[src/rtl/window_assembler.sv]
// -----------------------------------------------------------------------------
// window_assembler
//   Builds a W_W x W_H pixel window from the vertical columns produced by the
//   row line buffer. It shifts one column per accepted beat and tracks the raster
//   position of the newest pixel. It flags windows that lie fully inside the frame.
//
// Ports
//   clk        rising-edge clock
//   rst        asynchronous active-low reset
//   en         column-valid strobe; col_in is accepted on each rising edge with en=1
//   sof        start of frame, qualified by en; the accepted pixel becomes (0,0)
//   col_in     W_H*8 column taps, [7:0] = current row, byte r = r rows above
//   win        W_W*W_H*8 window, pixel (c,r) at [(c*W_H+r)*8 +: 8], c/r=0 newest
//   win_valid  one-cycle pulse when the accepted pixel's window is fully in-frame
//   win_x      column index of the newest pixel in the window
//   win_y      row index of the newest pixel in the window
// -----------------------------------------------------------------------------

// One window column: a plain enabled register.
module wa_col_reg #(
    parameter int W = 40
) (
    input  logic         clk,
    input  logic         rst,
    input  logic         en,
    input  logic [W-1:0] d,
    output logic [W-1:0] q
);
    always_ff @(posedge clk or negedge rst) begin
        if (!rst)    q <= '0;
        else if (en) q <= d;
    end
endmodule

module window_assembler #(
    parameter int W_H     = 5,
    parameter int W_W     = 5,
    parameter int ROW_LEN = 2048,
    parameter int YW      = 12,
    // A single-pixel row still needs a 1-bit x counter.
    localparam int XW     = (ROW_LEN > 1) ? $clog2(ROW_LEN) : 1,
    localparam int CW     = W_H * 8
) (
    input  logic                  clk,
    input  logic                  rst,
    input  logic                  en,
    input  logic                  sof,
    input  logic [CW-1:0]         col_in,
    output logic [W_W*CW-1:0]     win,
    output logic                  win_valid,
    output logic [XW-1:0]         win_x,
    output logic [YW-1:0]         win_y
);
    localparam logic [XW-1:0] X_LAST = XW'(ROW_LEN - 1);
    localparam logic [YW-1:0] Y_MAX  = '1;

    // ---------------- column shift array ----------------
    logic [W_W-1:0][CW-1:0] cols;
    logic [W_W-1:0][CW-1:0] col_d;

    generate
        if (W_W == 1) begin : g_one
            assign col_d = col_in;
        end else begin : g_many
            // Column 0 takes the new column; column c takes column c-1.
            assign col_d = {cols[W_W-2:0], col_in};
        end

        for (genvar c = 0; c < W_W; c++) begin : g_col
            wa_col_reg #(.W(CW)) u_col (
                .clk (clk),
                .rst (rst),
                .en  (en),
                .d   (col_d[c]),
                .q   (cols[c])
            );
        end
    endgenerate

    assign win = cols;

    // ---------------- position tracking ----------------
    // x_q/y_q hold the position the next accepted pixel will take.
    logic [XW-1:0] x_q, pix_x, nxt_x;
    logic [YW-1:0] y_q, pix_y, nxt_y;
    logic          pix_in;

    always_comb begin
        // sof overrides the counters, so a mid-frame sof resyncs immediately.
        pix_x = sof ? '0 : x_q;
        pix_y = sof ? '0 : y_q;
        nxt_x = pix_x + XW'(1);
        nxt_y = pix_y;
        if (pix_x == X_LAST) begin
            nxt_x = '0;
            // Saturate rather than wrap so a runaway stream never aliases row 0.
            nxt_y = (pix_y == Y_MAX) ? pix_y : pix_y + YW'(1);
        end
        pix_in = (32'(pix_x) >= 32'(W_W - 1)) && (32'(pix_y) >= 32'(W_H - 1));
    end

    always_ff @(posedge clk or negedge rst) begin
        if (!rst) begin
            x_q       <= '0;
            y_q       <= '0;
            win_x     <= '0;
            win_y     <= '0;
            win_valid <= 1'b0;
        end else begin
            win_valid <= en && pix_in;
            if (en) begin
                x_q   <= nxt_x;
                y_q   <= nxt_y;
                win_x <= pix_x;
                win_y <= pix_y;
            end
        end
    end
endmodule

[config.mk]
export PLATFORM = sky130hd
export DESIGN_NAME = window_assembler
export DESIGN_NICKNAME = d
export VERILOG_FILES = /design/src/rtl/window_assembler.sv
export SDC_FILE = /design/constraint.sdc
export NUM_CORES = 1
export LEC_CHECK = 0
export ABC_AREA = 1
export BUFFER_PORTS_ARGS = -buffer_cell sky130_fd_sc_hd__buf_2
export CORE_MARGIN = 2
export CORE_UTILIZATION = 53
export DETAILED_ROUTE_END_ITERATION = 10
export PLACE_DENSITY = 0.91
export REMOVE_ABC_BUFFERS = 1
export SETUP_SLACK_MARGIN = 0.3
export SLEW_MARGIN = 25
export SYNTH_ARGS = -nofsm -noshare
export SYNTH_HDL_FRONTEND = slang
export SYNTH_HIERARCHICAL = 1
export SYNTH_SLANG_ARGS = --single-unit
export TNS_END_PERCENT = 5
[constraint.sdc]
create_clock -name clk -period 1.9 [get_ports clk]
set_input_delay 0.285 -clock clk [delete_from_list [all_inputs] [get_ports clk]]
set_output_delay 0.285 -clock clk [all_outputs]
set_load 0.1 [all_outputs]
==> out/results.txt, run 1 <==
PwrDens = 1260 nW/um^2
ANT cells = 0
Worst setup EP type = output port
Signal arrival time at the worst endpoint = 1.42 ns
Max-cap violation count = 0
Worst-path clk slew = 0.06 ns
Post-route clock period utilization = 0.896
H-tree levels = 1
Crit path launch type = flip-flop
Drt drc = 0
Sw Share = 0.433
Pin count of the biggest net entering global routing = 63
Logic pwr share = 0.328
RSZ-0062 raised after global routing = true
Drt total wl = 29500 um
Hold WC Path Type = input port to flip-flop
Initial Util = 0.536
Yosys cell types = 37
CP max-delay cell = buf_2
Crit path buffers/inverters = 1
DRT Pass-1 Iters = 6
Worst Setup EP = win[76]
Initial antenna violation count = 0
Critical path class = flip-flop to output port
# fillers = 1450
Final worst slack = 0.198 ns
FP Rows = 52
Fmax = 588 MHz
YS warnings = 6
#FFs+latches synth = 247
Final layout net count = 1567
FF-to-FF path depth = 11
Cell Int Power = 9.83 mW
Hold Vio Cnt, Final = 0
Post-synthesis sequential area ratio = 0.575
IO Pins = 268
DP HPWL = 18300 um
Setup TNS = 0 ns
Reg2Reg Capture Point = y_q[5]
Crit path from = g_col[1].u_col/q[36]
Die width = 146 um
GRT Total Usage = 0.268
Slew at the pin closest to its max-slew limit = 0.541 ns
Number of global-route vias before repair = 9096
Reg2reg start = x_q[0]
IO buf count = 267
Slew headroom = 0.642
Final ANT Viol Nets = 0
Min Tclk post-route = 1.70 ns
Layout Utilization = 0.684
# setup viols final = 0
GRT overflow = 0
Via count = 9271
Peak supply drop = 832 uV
Run status = completed
Clock network power share = 0.312
DR WL/cell = 16.3 um
Most frequent cells in the layout = nand2_1 (659), buf_2 (261), dfrtp_1 (247), nand2_2 (60), dlygate4sd3_1 (41)
Avg Cell Area, Syn = 9.02 um^2
Pre-CTS setup slack = 0.000362 ns
Gpl congestion = 0.875
NetSw = 7.50 mW
TritonCTS clock tree = built
Via density = 5.12
CTS root buffer = clkbuf_16
Fin Clk Skew = 0.0131 ns
Static leakage = 7.81 nW
Slew Viols, Final = 0
Clock tree sinks = 247
Mapped Area = 10700 um^2
First-pass GRT wire length = 46600 um
FF-to-FF setup slack = 0.22 ns
Clk_lat worst skew = 0.54 ns
CP Cell Sequence = buf_2
Area grow syn2layout = 27.5%
Commonest non-fill, non-tap cell in the layout = nand2_1
Post-Synthesis Cells = 1192
Hold Path Origin = en
Core area = 20000 um^2
Fraction of layout cells with a size suffix above 1 = 0.305
Delay-heaviest family, CP = buffers and inverters
Die area = 21400 um^2
First DRT Iteration DRCs = 702
Clock buffer depth = 3
Worst EP required = 1.62 ns
Seq pwr share = 0.361
CP max stage delay = 0.46 ns
Levels on crit path = 1
Critical path peak fanout = 3
Die Span Y = 146 um
TritonCTS buffer count = 26
-- area by class of cell --
type                    instances  area [um^2]  area share
clock buffers                  33          717      0.0523
clock inverters                15          210      0.0153
inverters                      45          221      0.0162
multi-input cells             844         3780       0.276
flip-flops and latches        247         6180       0.451
well taps                     270          338      0.0247
repair buffers                355         2260       0.165
-- cells in the mapped netlist (all sizes together) --
library cell    n  area, um^2
xor2            2        17.5
buf            34         423
clkbuf         22         233
o22ai           1        6.26
dfrtp         247        6180
a21oi           1        5.00
inv            45         219
xnor2           2        17.5
nor3            6        51.3
o21ai          34         174
nand3b          1        7.51
nand2         723        2870
nand4          13        96.3
ha              4        50.1
a31oi           1        6.26
nand3          26         200
o31ai           1        7.51
nor2           29         184
-- power by group through the flow --
stage                     sequential (mW)  clock [mW]  combinational [mW]
after detailed placement             6.31           0                5.53
after floorplan                      10.1           0               0.564
final                                6.25        5.40                5.68
after CTS                            6.23        5.45                5.64
after global placement               6.28           0                5.47
after global routing                 6.30        5.71                5.87
-- per-stage QoR --
stage          instances  cell area, um^2  total power, mW  hold WS (ns)
3_3_place_gp        1698            12100             11.8         0.259
3_5_place_dp        1698            12100             11.8         0.268
6_report            1809            13700             17.3         0.110
5_1_grt             1809            13700             17.9         0.106
2_1_floorplan       1136            10100             10.7       -0.0106
4_1_cts             1796            13500             17.3        0.0841
-- flip-flops by register name (all words and copies together), names as in the netlist --
signal,count
g_col.u_col/q,200
win_valid,1
x_q,11
win_y,12
win_x,11
y_q,12
-- worst min path at each step --
stage                                       to  slack (ns)  depth (start not counted)
final                     g_col[2].u_col/q[29]        0.11                          3
after global routing      g_col[2].u_col/q[29]        0.11                          3
after CTS                 g_col[2].u_col/q[29]        0.08                          3
after detailed placement   g_col[3].u_col/q[7]        0.27                          1
after global placement     g_col[0].u_col/q[1]        0.26                          1
after floorplan            g_col[0].u_col/q[0]       -0.01                          0
-- what timing repair did --
action	in CTS	in global routing
hold buffers	41	0
pin swaps	11	21
resized for setup	12	27
endpoints found under the setup margin	238	243
endpoints found under the hold margin	91	0
buffers inserted	9	13
-- routing by layer --
layer / track usage / share of wire / vias up
li1: - / - / 4297
met1: 0.331 / 0.39 / 4447
met2: 0.466 / 0.51 / 416
met3: 0.0428 / 0.062 / 111
met4: 0.122 / 0.043 / 0
met5: 0 / 0 / -
-- kinds of logic (layout without fill, tap and decap cells) --
family / Yosys count / count (layout) / share of synthesized area
buffers and inverters: 101 / 448 / 0.0814
XOR/XNOR: 4 / 4 / 0.00326
AO/OA/AOI/OAI: 38 / 38 / 0.0185
flip-flops: 247 / 247 / 0.575
AND/OR/NAND/NOR: 798 / 798 / 0.317
adder cells (fa/ha/maj): 4 / 4 / 0.00466
Note: power is estimated with default switching activity, not from simulation.
==> run 2: changes to the inputs <==
- ABC_AREA: 1 -> default
- CAP_MARGIN: default -> 5
- REMOVE_ABC_BUFFERS: 1 -> default
==> out/results.txt, run 2 <==
IO Pins = 268 (unchanged)
Die width = 142 um (-3.3%)
Static leakage = 6.36 nW (-19%)
YS warnings = 6 (unchanged)
Hold WC Path Type = input port to flip-flop
Yosys cell types = 51 (+38%)
H-tree levels = 1 (unchanged)
Logic pwr share = 0.441 (+0.113)
Slew at the pin closest to its max-slew limit = 0.593 ns (+0.0516 ns)
TritonCTS buffer count = 26 (unchanged)
Mapped Area = 10000 um^2 (-6.7%)
GRT Total Usage = 0.258 (-0.00957)
Fmax = 531 MHz (-9.7%)
Signal arrival time at the worst endpoint = 2.29 ns (+0.87 ns)
GRT overflow = 0 (unchanged)
Clock network power share = 0.235 (-0.077)
Routing usage on met1 = 0.325 (-0.00616)
Peak supply drop = 845 uV (+1.6%)
First-pass GRT wire length = 41300 um (-11%)
Die area = 20000 um^2 (-6.5%)
DRT Pass-1 Iters = 5 (-1)
FP Rows = 50 (-3.8%)
Number of synthesized flops with an enable pin = 0 (unchanged)
DP HPWL = 17500 um (-4.2%)
Pin count of the biggest net entering global routing = 102 (+62%)
Run status = completed
CTS root buffer = clkbuf_16
First DRT Iteration DRCs = 470 (-33%)
Via count = 7362 (-21%)
Worst setup EP type = flip-flop
Core area = 18600 um^2 (-7.0%)
Reg2reg start = x_q[0]
Critical path peak fanout = 8 (+5)
Clock tree sinks = 247 (unchanged)
#FFs+latches synth = 247 (unchanged)
DR WL/cell = 22.0 um (+35%)
IO buf count = 267 (unchanged)
Fin Clk Skew = 0.0116 ns (-0.00153 ns)
Post-synthesis sequential area ratio = 0.617 (+0.0415)
Area grow syn2layout = 37.9%
Regs by FF count = g_col.u_col/q (200), win_y (12), y_q (12)
Clock buffer depth = 3 (unchanged)
Drt total wl = 28200 um (-4.6%)
Gpl congestion = 0.901 (+2.9%)
Cell Int Power = 10.9 mW (+11%)
Most frequent cells in the layout = dfrtp_1 (245), mux2_2 (209), clkbuf_4 (208), buf_4 (70), buf_2 (47)
NetSw = 10.3 mW (+37%)
Final layout net count = 1078 (-31%)
Crit path launch type = flip-flop
Initial Util = 0.538 (+0.00138)
M2 GR Usage = 0.453 (-0.0133)
Gr busiest metal = met2
Tot Pwr = 21.2 mW (+22%)
Min Tclk post-route = 1.88 ns (+0.183 ns)
Max-cap violation count = 0 (unchanged)
Post-Synthesis Cells = 683 (-43%)
Post-route clock period utilization = 0.992 (+0.0961)
Hold Vio Cnt, Final = 0 (unchanged)
Critical path class = flip-flop to flip-flop
Area leader, netlist = dfrtp_1
Worst EP required = 2.31 ns (+0.69 ns)
Yosys top cell area share = 0.617 (+0.0415)
WHS = 0.0150 ns (-0.0946 ns)
Post-Layout Cell Count = 1281 (-29%)
Final ANT Viol Nets = 0 (unchanged)
Worst-path clk slew = 0.06 ns (about the same)
Met3 Usage GRT = 0.0479 (+0.00511)
Die Span Y = 142 um (-3.3%)
Most common cell in the synthesized netlist = dfrtp_1
Number of global-route vias before repair = 7438 (-18%)
PwrDens = 1530 nW/um^2 (+21%)
Initial antenna violation count = 0 (unchanged)
# setup viols final = 0 (unchanged)
TritonCTS clock tree = built
Max reg flops = 200 (unchanged)
Largest register by flop count = g_col.u_col/q
Synth Net Count = 731
Post-synth top cells = dfrtp_1 (247), mux2_2 (209), nand2_1 (23)
Sw Share = 0.485 (+0.0525)
Hold Path Origin = col_in[36]
ANT cells = 0 (unchanged)
Slew headroom = 0.605 (-0.0369)
Clk_lat worst skew = 0.52 ns (-0.02 ns)
Placed insts = 1203 (-29%)
Drt drc = 0 (unchanged)
Slew Viols, Final = 0 (unchanged)
Commonest non-fill, non-tap cell in the layout = dfrtp_1
Layout Utilization = 0.742 (+0.0578)
Seq pwr share = 0.324 (-0.037)
Main flop type after synthesis = dfrtp_1
Crit path from = x_q[0]
Fraction of layout cells with a size suffix above 1 = 0.595 (+0.290)
Via density = 5.75 (+12%)
Largest cells by area after synthesis = dfrtp_1 (62%), mux2_2 (23%), buf_6 (2.2%), o21ai_0 (0.90%), nand2_1 (0.86%)
Avg Cell Area, Syn = 14.7 um^2 (+63%)
Ys async rst share = 1.00 (unchanged)
RSZ-0062 raised after global routing = true
## run 2: cell count changes in the layout (fill, tap and decap cells not counted), sizes merged, moves of 8 or more
cell / delta
dlygate4sd3: -21
nand2: -700
clkbuf: +214
buf: -182
nand3b: +8
mux2: +209
nand3: -20
nor2: -19
inv: -27
o21ai: -16
## run 2: logic make-up (layout without fill, tap and decap cells)
group                      after synthesis  after routing  share of synthesized area
muxes                                  213            213                      0.239
DFF                                    247            247                      0.617
AOI/OAI and AO/OA                       63             63                     0.0443
adders and majority gates                4              4                    0.00499
buffers and inverters                   60            424                     0.0379
and+or+nand+nor                         96             96                     0.0574
## run 2: stage by stage
stage	cell area (um^2)	setup TNS, ns	setup slack, ns
6_report	13800	0	0.0159
5_1_grt	13800	-0.0383	-0.0318
4_1_cts	13100	0	0.0242
3_5_place_dp	12000	-0.968	-0.178
3_3_place_gp	12000	-0.675	-0.150
2_1_floorplan	10100	-0.00483	-0.00381
## run 2: area by class of cell
class,instances,area [um^2]
Sequential cell,247,6180
Inverter,19,76.3
Fill cell,1041,4820
Multi-Input combinational cell,376,3660
Clock buffer,39,781
Timing Repair Buffer,360,2780
Clock inverter,6,60.1
Tap cell,234,293
## run 2: path summary, 6_finish.rpt
check,to,slack (ns),cells past startpoint
worst max-delay path,y_q[5],0.02,7
worst min-delay path,g_col[0].u_col/q[36],0.02,2
worst min register to register,win_y[9],0.49,2
max in group asynchronous,g_col[0].u_col/q[30],0.90,3
min in group asynchronous,g_col[4].u_col/q[34],0.33,2
worst max register to register,y_q[5],0.02,7
## run 2: what timing repair did
item,in CTS,in global routing
hold buffers,19,1
gates resized for setup,14,252
pin swaps,10,31
buffers inserted,6,7
hold endpoints to repair,78,1
setup endpoints to repair,188,238
## run 2: power groups by stage
stage / sequential, mW / clock (mW) / combinational [mW]
after floorplan: 13.0 / 0 / 1.02
after global placement: 6.77 / 0 / 8.69
after detailed placement: 6.86 / 0 / 8.80
after CTS: 6.80 / 5.00 / 8.89
after global routing: 6.97 / 5.30 / 9.52
final: 6.88 / 4.97 / 9.34
## run 2: critical path, stage by stage, from the launching register on
cell and delay (ns):
dfrtp_1 0.39, nand2b_4 0.08, inv_4 0.06, ha_4 0.12
and4_4 0.23, nand3_4 0.12, or4_1 0.50, o311ai_1 0.27
## run 2: per-layer routing
metal	routed length [um]	part of all wire	vias to the layer above
li1	-	-	3176
met1	10900	0.39	3744
met2	14200	0.51	343
met3	1830	0.065	99
met4	1210	0.043	0
met5	0	0	-
